--- src/rtl/ft_rca_pkg.sv ---
// Shared types and helpers for the chunked TMR ripple-carry adder.
// Combinational only; no state, no flow control.
package ft_rca_pkg;

    typedef enum logic [1:0] {
        IDLE = 2'd0,
        CALC = 2'd1,
        DONE = 2'd2
    } state_t;

    typedef enum logic [1:0] {
        VOTE_ALL  = 2'd0,
        VOTE_TWO  = 2'd1,
        VOTE_NONE = 2'd2
    } vote_t;

    // Width of one replica result: CHUNK sum bits plus the chunk carry.
    function automatic int vec_w(input int chunk);
        return chunk + 1;
    endfunction

    function automatic logic maj_bit(input logic x, input logic y, input logic z);
        return (x & y) | (x & z) | (y & z);
    endfunction

    // e01 && e02 implies e12, so full agreement only needs two compares.
    function automatic vote_t classify(input logic e01, input logic e02, input logic e12);
        if (e01 && e02)
            return VOTE_ALL;
        else if (e01 || e02 || e12)
            return VOTE_TWO;
        else
            return VOTE_NONE;
    endfunction

endpackage

--- src/rtl/tmr_chunk_add.sv ---
// Three replica CHUNK-bit adders with per-replica fault injection and a 2-of-3 voter.
// Purely combinational (0 cycles); no backpressure.
// Vote output is always the bitwise majority, which equals the agreeing pair whenever two match.
module tmr_chunk_add
    import ft_rca_pkg::*;
#(
    parameter int CHUNK = 4
) (
    input  logic [CHUNK-1:0]        a_chk,
    input  logic [CHUNK-1:0]        b_chk,
    input  logic                    cin,
    input  logic [2:0]              fi_en,
    input  logic [CHUNK-1:0]        fi_mask,
    output logic [vec_w(CHUNK)-1:0] vote,
    output vote_t                   cls
);

    localparam int VW = vec_w(CHUNK);

    logic [2:0][CHUNK-1:0] rot;
    logic [2:0][VW-1:0]    rep;
    logic                  e01;
    logic                  e02;
    logic                  e12;

    for (genvar r = 0; r < 3; r++) begin : g_rep
        // Replica r sees the injection mask rotated left by r bits.
        for (genvar i = 0; i < CHUNK; i++) begin : g_rot
            assign rot[r][i] = fi_mask[(i + CHUNK - (r % CHUNK)) % CHUNK];
        end
        assign rep[r] = (VW'(a_chk) + VW'(b_chk) + VW'(cin))
                      ^ {1'b0, (fi_en[r] ? rot[r] : {CHUNK{1'b0}})};
    end

    for (genvar i = 0; i < VW; i++) begin : g_vote
        assign vote[i] = maj_bit(rep[0][i], rep[1][i], rep[2][i]);
    end

    assign e01 = (rep[0] == rep[1]);
    assign e02 = (rep[0] == rep[2]);
    assign e12 = (rep[1] == rep[2]);
    assign cls = classify(e01, e02, e12);

endmodule

--- src/rtl/ft_rca_seq.sv ---
// Sequential fault-tolerant adder: one TMR-voted CHUNK slice per cycle.
// Latency WIDTH/CHUNK CALC cycles plus one per retry; result in the following cycle.
// Single operation in flight: in_ready only in IDLE, result held in DONE until out_ready.
module ft_rca_seq
    import ft_rca_pkg::*;
#(
    parameter int WIDTH     = 16,
    parameter int CHUNK     = 4,
    parameter int RETRY_MAX = 2
) (
    input  logic             clk,
    input  logic             rst,
    input  logic             in_valid,
    output logic             in_ready,
    input  logic [WIDTH-1:0] a,
    input  logic [WIDTH-1:0] b,
    input  logic             cin,
    input  logic [2:0]       fi_en,
    input  logic [CHUNK-1:0] fi_mask,
    output logic             out_valid,
    input  logic             out_ready,
    output logic [WIDTH-1:0] sum,
    output logic             cout,
    output logic             err_corr,
    output logic             err_uncorr
);

    localparam int NCHUNK = WIDTH / CHUNK;
    localparam int KW     = (NCHUNK > 1) ? $clog2(NCHUNK) : 1;
    localparam int RW     = (RETRY_MAX > 0) ? $clog2(RETRY_MAX + 1) : 1;
    localparam int VW     = vec_w(CHUNK);

    localparam logic [KW-1:0] LAST_K    = KW'(NCHUNK - 1);
    localparam logic [RW-1:0] RETRY_LIM = RW'(RETRY_MAX);

    if ((CHUNK < 1) || (WIDTH < CHUNK) || ((WIDTH % CHUNK) != 0)) begin : g_bad_width
        $error("ft_rca_seq: WIDTH must be a non-zero multiple of CHUNK");
    end

    state_t           state_q, state_n;
    logic [KW-1:0]    k_q, k_n;
    logic [RW-1:0]    retry_q, retry_n;
    logic             carry_q, carry_n;
    logic [WIDTH-1:0] a_q, a_n;
    logic [WIDTH-1:0] b_q, b_n;
    logic [WIDTH-1:0] sum_q, sum_n;
    logic             cout_q, cout_n;
    logic             corr_q, corr_n;
    logic             uncorr_q, uncorr_n;

    logic [VW-1:0]    vote;
    vote_t            cls;

    tmr_chunk_add #(
        .CHUNK (CHUNK)
    ) u_tmr (
        .a_chk   (a_q[k_q*CHUNK +: CHUNK]),
        .b_chk   (b_q[k_q*CHUNK +: CHUNK]),
        .cin     (carry_q),
        .fi_en   (fi_en),
        .fi_mask (fi_mask),
        .vote    (vote),
        .cls     (cls)
    );

    always_ff @(posedge clk) begin
        if (rst) begin
            state_q  <= IDLE;
            k_q      <= '0;
            retry_q  <= '0;
            carry_q  <= 1'b0;
            a_q      <= '0;
            b_q      <= '0;
            sum_q    <= '0;
            cout_q   <= 1'b0;
            corr_q   <= 1'b0;
            uncorr_q <= 1'b0;
        end else begin
            state_q  <= state_n;
            k_q      <= k_n;
            retry_q  <= retry_n;
            carry_q  <= carry_n;
            a_q      <= a_n;
            b_q      <= b_n;
            sum_q    <= sum_n;
            cout_q   <= cout_n;
            corr_q   <= corr_n;
            uncorr_q <= uncorr_n;
        end
    end

    always_comb begin
        state_n  = state_q;
        k_n      = k_q;
        retry_n  = retry_q;
        carry_n  = carry_q;
        a_n      = a_q;
        b_n      = b_q;
        sum_n    = sum_q;
        cout_n   = cout_q;
        corr_n   = corr_q;
        uncorr_n = uncorr_q;

        unique case (state_q)
            IDLE: begin
                if (in_valid) begin
                    a_n      = a;
                    b_n      = b;
                    carry_n  = cin;
                    k_n      = '0;
                    retry_n  = '0;
                    corr_n   = 1'b0;
                    uncorr_n = 1'b0;
                    state_n  = CALC;
                end
            end
            CALC: begin
                // A total disagreement is retried until the budget runs out, then forced through.
                if ((cls == VOTE_NONE) && (retry_q != RETRY_LIM)) begin
                    retry_n = retry_q + RW'(1);
                end else begin
                    sum_n[k_q*CHUNK +: CHUNK] = vote[CHUNK-1:0];
                    carry_n = vote[CHUNK];
                    retry_n = '0;
                    if (cls == VOTE_TWO)
                        corr_n = 1'b1;
                    if (cls == VOTE_NONE)
                        uncorr_n = 1'b1;
                    if (k_q == LAST_K) begin
                        cout_n  = vote[CHUNK];
                        state_n = DONE;
                    end else begin
                        k_n = k_q + KW'(1);
                    end
                end
            end
            DONE: begin
                if (out_ready)
                    state_n = IDLE;
            end
            default: state_n = IDLE;
        endcase
    end

    assign in_ready   = (state_q == IDLE);
    assign out_valid  = (state_q == DONE);
    assign sum        = sum_q;
    assign cout       = cout_q;
    assign err_corr   = corr_q;
    assign err_uncorr = uncorr_q;

endmodule

--- config.mk ---
export PLATFORM = sky130hd
export DESIGN_NAME = ft_rca_seq
export DESIGN_NICKNAME = d
export VERILOG_FILES = /design/src/rtl/ft_rca_pkg.sv /design/src/rtl/tmr_chunk_add.sv /design/src/rtl/ft_rca_seq.sv
export SDC_FILE = /design/constraint.sdc
export NUM_CORES = 1
export LEC_CHECK = 0
export CAP_MARGIN = 0
export CORE_MARGIN = 10
export CORE_UTILIZATION = 46
export DETAILED_ROUTE_END_ITERATION = 10
export HOLD_SLACK_MARGIN = 0.02
export PLACE_DENSITY = 0.79
export SLEW_MARGIN = 10
export SYNTH_ARGS = -nofsm -noshare
export SYNTH_HDL_FRONTEND = slang
export SYNTH_HIERARCHICAL = 1
export SYNTH_SLANG_ARGS = --single-unit
--- constraint.sdc ---
create_clock -name clk -period 3.9 [get_ports clk]
set_input_delay 0.78 -clock clk [delete_from_list [all_inputs] [get_ports clk]]
set_output_delay 0.78 -clock clk [all_outputs]
set_load 0.005 [all_outputs]
==> metrics.txt <==
Synth Instances 358; Site Rows 29; met3 routed WL 535 µm; Top FF cell, synth dfxtp_1; Vias 2823; Pleak roughly 1.5 nW; Logic pwr share between 50% and 60%; Worst Hold Class register to register; DRT Pass-1 Iters 4; Seq cells post-synth 58; IO buf count 64; die area ~0.010 mm²; status finished clean; Syn Nets 425; Initial Util around half; highest routed layer met4; first-pass GRT wire length 12.20 mm; multi-input logic area between 0.0015 and 0.002 mm²; R2R depth 13; Sequential Power Share between 20% and 30%; crit path max fanout 6; Die H 102.3 µm; final instance area 0.004225 mm²; Setup TNS 0 ns; Int Pwr 1.764 mW; Layout fillers 547; synth top area cells dfxtp_1, nand2_1, a21oi_1; core outline area 0.006459 mm²; layout cells sized above 1 14.66%; top cell type by total area after synthesis dfxtp_1; Post-Route WL 7.881 mm; Period Utilization, post-route 99.43%; CTS tree yes; Worst Max-Slew Pin Slew ~1.1 ns; initial antenna violation count 0; Psw about 1.2 mW; Critical Path Start Type register; WP data required 4.17 ns; post-synthesis sequential area ratio 37.25%; clock share of power 21.8%; gp weighted congestion 0.9302; Critical Path AT 4.15 ns; Compound-Gate Fraction of Synth Area between 10% and 20%; drt via density between 5 and 6; switch share 39.76%; largest net degree at the start of global routing 59; Cell Pwr Density 693.2 mW/mm²; CTS Hold Bufs 0; CTS clk-pin slew, worst paths 0.07 ns; clock sink total 58; max-cap violations 0; RR Endpoint retry_q[1]$_SDFFE_PP0P_; Nets 485; H-tree depth 3; distinct cell type count after synthesis between 40 and 50; Min-Delay Startpoint a_q[2]$_SDFFE_PP0P_; highest clock rate between 200 and 300 MHz; vias in the first global route 2740; Syn-to-layout area delta 35.57%; hpwl dp 5.636 mm; skew final 0.008267 ns; hold depth 2; remaining global-route overflow 0; worst skew pair latency 0.35 ns; WL met1 3.161 mm; Bufs on Longest Clock Path 2; Remaining DRCs 0; wire length per cell 15.76 µm; XOR/XNOR share of the synthesized area 4.737%; post-synth design cell area 0.003117 mm²; Post-synth EDFFs 0; multiplexer share of the synthesized area 6.102%; CTS root buffer clkbuf_8; non-filler cells, final 500; post-route ant nets 0; R2R setup slack 0.02 ns; final hold violations 0; origin of the critical flop-to-flop path k_q[0]$_SDFFE_PP0P_; Post-Synth Adder-Cell Area 9.715%; simple-gate share of the synthesized area 23.12%; RSZ-0062 raised after global routing true; Iteration-0 DRC Markers 117; ys async rst share 0%; endpoint with the worst hold slack a_q[2]$_SDFFE_PP0P_; TritonCTS Buffers 9; Die Width 102.3 µm; I/O pin count 65; Critical Path Sink Type register; Rel. slew slack 25.64%; register area 0.001165 mm²; yosys warns 6; Synth top area share ~37%; placed cells approximately 480; Max Slew Vio Count 0; Peak VDD IR 0.3495 mV; overall global routing resource usage 14.60%; crit path from k_q[0]$_SDFFE_PP0P_; largest family of logic cells by synthesized area simple AND/OR/NAND/NOR gates; Setup CP Type register to register; dpl cell area 0.003820 mm²; final number of setup-violating endpoints 0; Syn Area/Cell 8.706 µm²; DR WL met2 4.005 mm; antenna cells 0; Final min period 3.878 ns
[synthesized netlist by cell type, types with 3 or more instances]
cell / number
xnor2_1: 9
xor2_1: 6
clkbuf_1: 11
o21ai_0: 20
nand2_1: 79
dfxtp_1: 58
or3_1: 6
nand4_1: 16
inv_1: 7
nor3b_1: 3
buf_2: 10
mux4_2: 8
ha_1: 21
a21oi_1: 58
nand3b_1: 4
nand3_1: 3
[worst max-delay path by stage]
stage | endpoint | slack (ns) | cells after the start
6_report | retry_q[1]$_SDFFE_PP0P_ | 0.02 | 13
5_1_grt | retry_q[1]$_SDFFE_PP0P_ | -0.12 | 14
4_1_cts | sum[10]$_SDFFE_PP0P_ | 0.008 | 13
3_5_place_dp | k_q[1]$_SDFFE_PP0P_ | -0.04 | 12
3_3_place_gp | k_q[1]$_SDFFE_PP0P_ | 0.009 | 12
2_1_floorplan | sum[12]$_SDFFE_PP0P_ | 0.002 | 15
[what timing repair did]
item | 4_1_cts | 5_1_grt
pin swaps | 2 | 12
buffers inserted | 0 | 2
gates resized for setup | 2 | 24
setup endpoints to repair | 12 | 23
[state kept, by name, indices dropped and copies added (netlist names)]
| register | cells |
|---|---|
| a_q | 16 |
| b_q | 16 |
| carry_q | 1 |
| cout | 1 |
| err_corr | 1 |
| err_uncorr | 1 |
| k_q | 2 |
| retry_q | 2 |
| state_q | 2 |
| sum | 16 |
[metrics by stage]
step | utilization (%) | worst slack (ns) | power (mW) | hold slack [ns]
finish | 65.42 | 0.02237 | 2.929 | 0.4553
global route | 65.42 | -0.1200 | 3.098 | 0.4724
detailed placement | 59.14 | -0.03763 | 1.967 | 0.4472
floorplan | - | 0.001584 | 1.651 | 0.4331
CTS | 62.84 | 0.007804 | 2.634 | 0.4555
global placement | 59.14 | 0.008741 | 1.937 | 0.4401
[cell families after synthesis]
family,after synthesis
XOR/XNOR,16
multiplexers,9
adder cells (fa/ha/maj),23
AND/OR/NAND/NOR,136
buffers and inverters,31
flip-flops,58
AO/OA/AOI/OAI,85
[worst max-delay path: stages (launching register included)]
cell and delay (ns):
dfxtp_4 0.37, mux4_2 0.51, fa_2 0.38, inv_2 0.07
fa_2 0.53, xor2_2 0.21, ha_4 0.29, nor4_4 0.04
buf_4 0.15, nor3_4 0.29, a21oi_4 0.08, or3b_4 0.42
or3_4 0.34, a21oi_2 0.11
[routing by layer]
layer | track usage, % | vias up
li1 | - | 1382
met1 | 15.65 | 1324
met2 | 25.73 | 99
met3 | 4.858 | 18
met4 | 6.291 | 0
met5 | 0 | -
[area by class of cell]
| cell class | instances | area share (%) |
|---|---|---|
| clock buffers | 11 | 3.613 |
| clock inverters | 5 | 1.777 |
| inverters | 7 | 0.6219 |
| multi-input cells | 269 | 47.23 |
| flip-flops and latches | 58 | 27.57 |
| well taps | 77 | 2.280 |
| repair buffers | 73 | 16.91 |
[power groups by stage]
stage / Clock (mW) / Combinational [mW] / Sequential, mW
6_report: 0.639 / 1.61 / 0.684
5_1_grt: 0.673 / 1.73 / 0.692
4_1_cts: 0.646 / 1.30 / 0.684
3_5_place_dp: 0 / 1.27 / 0.697
3_3_place_gp: 0 / 1.24 / 0.694
2_1_floorplan: 0 / 0.957 / 0.694
[placed cells by master (no fill, tap or decap), types with 5 or more instances in the layout]
cell type | Yosys | layout
or3_1 | 6 | 5
dfxtp_1 | 58 | 57
clkdlybuf4s50_1 | 0 | 63
nand4_1 | 16 | 16
nand2_1 | 79 | 78
clkbuf_8 | 0 | 9
xnor2_1 | 9 | 6
buf_4 | 2 | 7
ha_1 | 21 | 19
inv_1 | 7 | 6
mux4_2 | 8 | 8
o21ai_0 | 20 | 20
a21oi_1 | 58 | 56
(Power assumes the default switching activity.)
==> patch 1: new RTL, config.mk and constraints unchanged <==
Put one more register stage on the output `err_uncorr`, with the module's reset. The value now appears one clock later. The other outputs are not delayed to match.
--- a/src/rtl/ft_rca_seq.sv
+++ b/src/rtl/ft_rca_seq.sv
@@ -149,3 +149,9 @@
     assign err_corr   = corr_q;
-    assign err_uncorr = uncorr_q;
+    always_ff @(posedge clk) begin
+        if (rst) begin
+            err_uncorr <= '0;
+        end else begin
+            err_uncorr <= uncorr_q;
+        end
+    end
 
Check against the original RTL: not equivalent (a bounded check fails within 10 cycles, from zero or initial values and one cycle with rst high).
==> patch 1 against the original RTL <==
Sequential power up 2%. Area after synthesis up 0.96%. Setup slack better by 23 ps. Wire length up 0.98%. Global-route usage up 0.32 points. Total power up 0.75%. Sequential cell count up 1. Cell area about the same.
==> patch 1: results (changes against the original RTL) <==
[synth]
seq_area_frac_synth_pct=37.5  ; was 37.3%
synth_common_cells=nand2_1, dfxtp_1, a21oi_1  ; was nand2_1, a21oi_1, dfxtp_1
synthTopCellsByArea=dfxtp_1, nand2_1, a21oi_1, ha_1, mux4_2  ; unchanged
syn_nets=428  ; was 425

[placed_design]
place_area_sq_um=3850  ; was 3820 sq um
dp_hpwl_mm=5.66  ; was 5.64 mm

[hold_path]
hp-start=a_q[9]  ; was a_q[2]

[critical_path]
arrival_ps=4120  ; was 4150 ps
critPathMaxFanout=5  ; was 6

[sta]
finalCritPeriodShare_pct=98.8  ; was 99.4%
finClkSkew_ps=8.34  ; was 8.27 ps

[routing]
drt-met1-wl_mm=3.14  ; was 3.16 mm
dr.first_iter.drc_count=110  ; was 117
wl_met3_um=517  ; was 535 um
met2_length_mm=4.08  ; was 4.01 mm
dr.pass1.iters=5  ; was 4

[final_layout]
drive_above_1_share_pct=14.6  ; was 14.7%
nets=487  ; was 485

[global_routing]
grt_util_met3_pct=4.16  ; was 4.86%
grt_pass1_wl_mm=12.5  ; was 12.2 mm
grtUsageMet2_pct=26.2  ; was 25.7%
first_global_vias=2788  ; was 2740
grt_max_degree=60  ; was 59

[pwr]
peakVddDrop_v=0.000431  ; was 0.000349 V
p_leak_nw=1.54  ; was 1.55 nW

[run_status]
outcome=finished, final reports clean  ; unchanged

patch 1: timing repair:
action,CTS,global route
hold buffers,0,0
gates resized for setup,4,21
buffers inserted,0,2
setup endpoints to repair,19,23
pin swaps,1,12
patch 1: worst paths after layout:
kind	to	cells after the start
max	k_q[1]	12
min	a_q[9]	2
max reg2reg	k_q[1]	12
min reg2reg	a_q[9]	2
patch 1: cell type report:
| class | instances | area, sq um |
|---|---|---|
| fillers | 608 | 2490 |
| multi-input cells | 270 | 1970 |
| flip-flops and latches | 59 | 1180 |
| repair buffers | 73 | 711 |
| clock buffers | 11 | 151 |
| well taps | 80 | 100 |
| clock inverters | 5 | 83.8 |
| inverters | 7 | 26.3 |
patch 1: power groups by stage:
stage / clock network [W] / logic (W) / registers, W
CTS: 0.000653 / 0.00135 / 0.000701
global route: 0.000676 / 0.00173 / 0.000709
finish: 0.000645 / 0.00160 / 0.000700
detailed placement: 0 / 0.00129 / 0.000714
global placement: 0 / 0.00127 / 0.000710
floorplan: 0 / 0.000960 / 0.000705
patch 1: kinds of logic (layout without fill, tap and decap cells):
logic type | count (synthesis) | after routing | share of synthesized area (%)
AO/OA/AOI/OAI | 85 | 85 | 14.3
flip-flops | 59 | 59 | 37.5
XOR/XNOR | 16 | 16 | 4.69
AND/OR/NAND/NOR | 137 | 137 | 23.1
adder cells (fa/ha/maj) | 23 | 23 | 9.62
buffers and inverters | 32 | 96 | 4.69
multiplexers | 9 | 9 | 6.04
patch 1: through the flow:
step / cells / util, %
floorplan: 361 / -
global placement: 487 / 57.3
detailed placement: 487 / 57.3
CTS: 503 / 61.1
global route: 505 / 62.9
finish: 505 / 62.9
==> patch 2: new RTL, same settings <==
Made on the original files. Set the parameter `RETRY_MAX` to 1 (it was 2).
--- a/src/rtl/ft_rca_seq.sv
+++ b/src/rtl/ft_rca_seq.sv
@@ -8,3 +8,3 @@
     parameter int CHUNK     = 4,
-    parameter int RETRY_MAX = 2
+    parameter int RETRY_MAX = 1
 ) (
Behaviour: not the same (Yosys sat finds a counterexample within 4 cycles, from zero or initial values and one cycle with rst high).
==> patch 2 against the original RTL <==
Clock skew grew 0.75 ps. Wire length is 5.7% lower. Setup slack improved by 150 ps. Area after synthesis rose by 0.36%. Hold slack lost 2.6 ps. Sequential cell count fell by 1. Total power fell by 27%. Cell area down 3.1%. Sequential share of layout area is 0.33 points higher. Largest cell class unchanged. Highest routed layer unchanged.
==> patch 2: results (changes against the original RTL) <==
[synth]
synth_common_cells=nand2_1, dfxtp_1, a21oi_1  ; was nand2_1, a21oi_1, dfxtp_1
syn_nets=418  ; was 425
muxShareOfSynthArea_pct=11.2  ; was 6.10%
avgSynthCellArea_sq_um=8.89  ; was 8.71 sq um
synthXorXnorAreaFrac_pct=4.72  ; was 4.74%
synth_compound_area_share_pct=9.12  ; was 14.5%

[routing]
dr.first_iter.drc_count=115  ; was 117
vias=2631  ; was 2823
wirelength_mm=7.43  ; was 7.88 mm

[global_routing]
grt_use_total_pct=14.4  ; was 14.6%
grt_max_degree=63  ; was 59
grtUsageMet2_pct=25.8  ; was 25.7%
met1_usage_pct=15.3  ; was 15.6%

[hold_path]
hp-start=b_q[11]  ; was a_q[2]

[critical_path]
crit_path_end=k_q[1]  ; was retry_q[1]
reg2reg_slack_ps=170  ; was 20 ps
arrival_ps=3980  ; was 4150 ps

[placed_design]
place_congestion=0.812  ; was 0.930
place_inst=480  ; was 482
dp_slack_ps=60.0  ; was -37.6 ps
dp_hpwl_mm=5.59  ; was 5.64 mm

[final_layout]
nNonClkInverters=6  ; was 7
numSequentialCells=57  ; was 58
layout.cells.non_filler=494  ; was 500
clock_area_share_pct=4.46  ; was 5.39%
nets=480  ; was 485
multi_input_cells=268  ; was 269
fill_cells=581  ; was 547

[clock_network]
clk-insertion-delay-late_ps=330  ; was 350 ps

[run_status]
outcome=finished, final reports clean  ; unchanged

[pwr]
p_leak_nw=1.59  ; was 1.55 nW
combinationalPower_w=0.000929  ; was 0.00161 W

[die]
dieWidth_um=102  ; about the same

[sta]
finClkSkew_ps=9.02  ; was 8.27 ps

patch 2: cell count changes in the layout (fill, tap and decap cells not counted), sizes merged, moves of 5 or more:
| cell | unedited run | this run |
|---|---|---|
| a21oi | 58 | 39 |
| o21ai | 20 | 2 |
| nand2b | 3 | 20 |
| mux2i | 1 | 17 |
| nand2 | 79 | 93 |
| nand4 | 16 | 2 |
| nor2b | 2 | 7 |
patch 2: timing repair:
item,4_1_cts,5_1_grt
resized for setup,0,13
setup endpoints to repair,0,23
buffers inserted,0,0
hold buffers,0,0
patch 2: routing by layer:
metal	part of all wire (%)	wire length [um]
met4	1.9	138
met2	51	3790
met1	41	3050
met5	0	0
met3	6.0	449
patch 2: critical path, stage by stage, from the launching register on:
cell and delay, ps:
dfxtp_2 390, mux4_2 530, fa_2 390, inv_2 70
fa_2 480, xor2_2 210, ha_1 320, nor4_4 50
nor3_2 260, a21oi_2 70, buf_4 170, nor3b_1 360
o311ai_1 150, a21oi_1 200
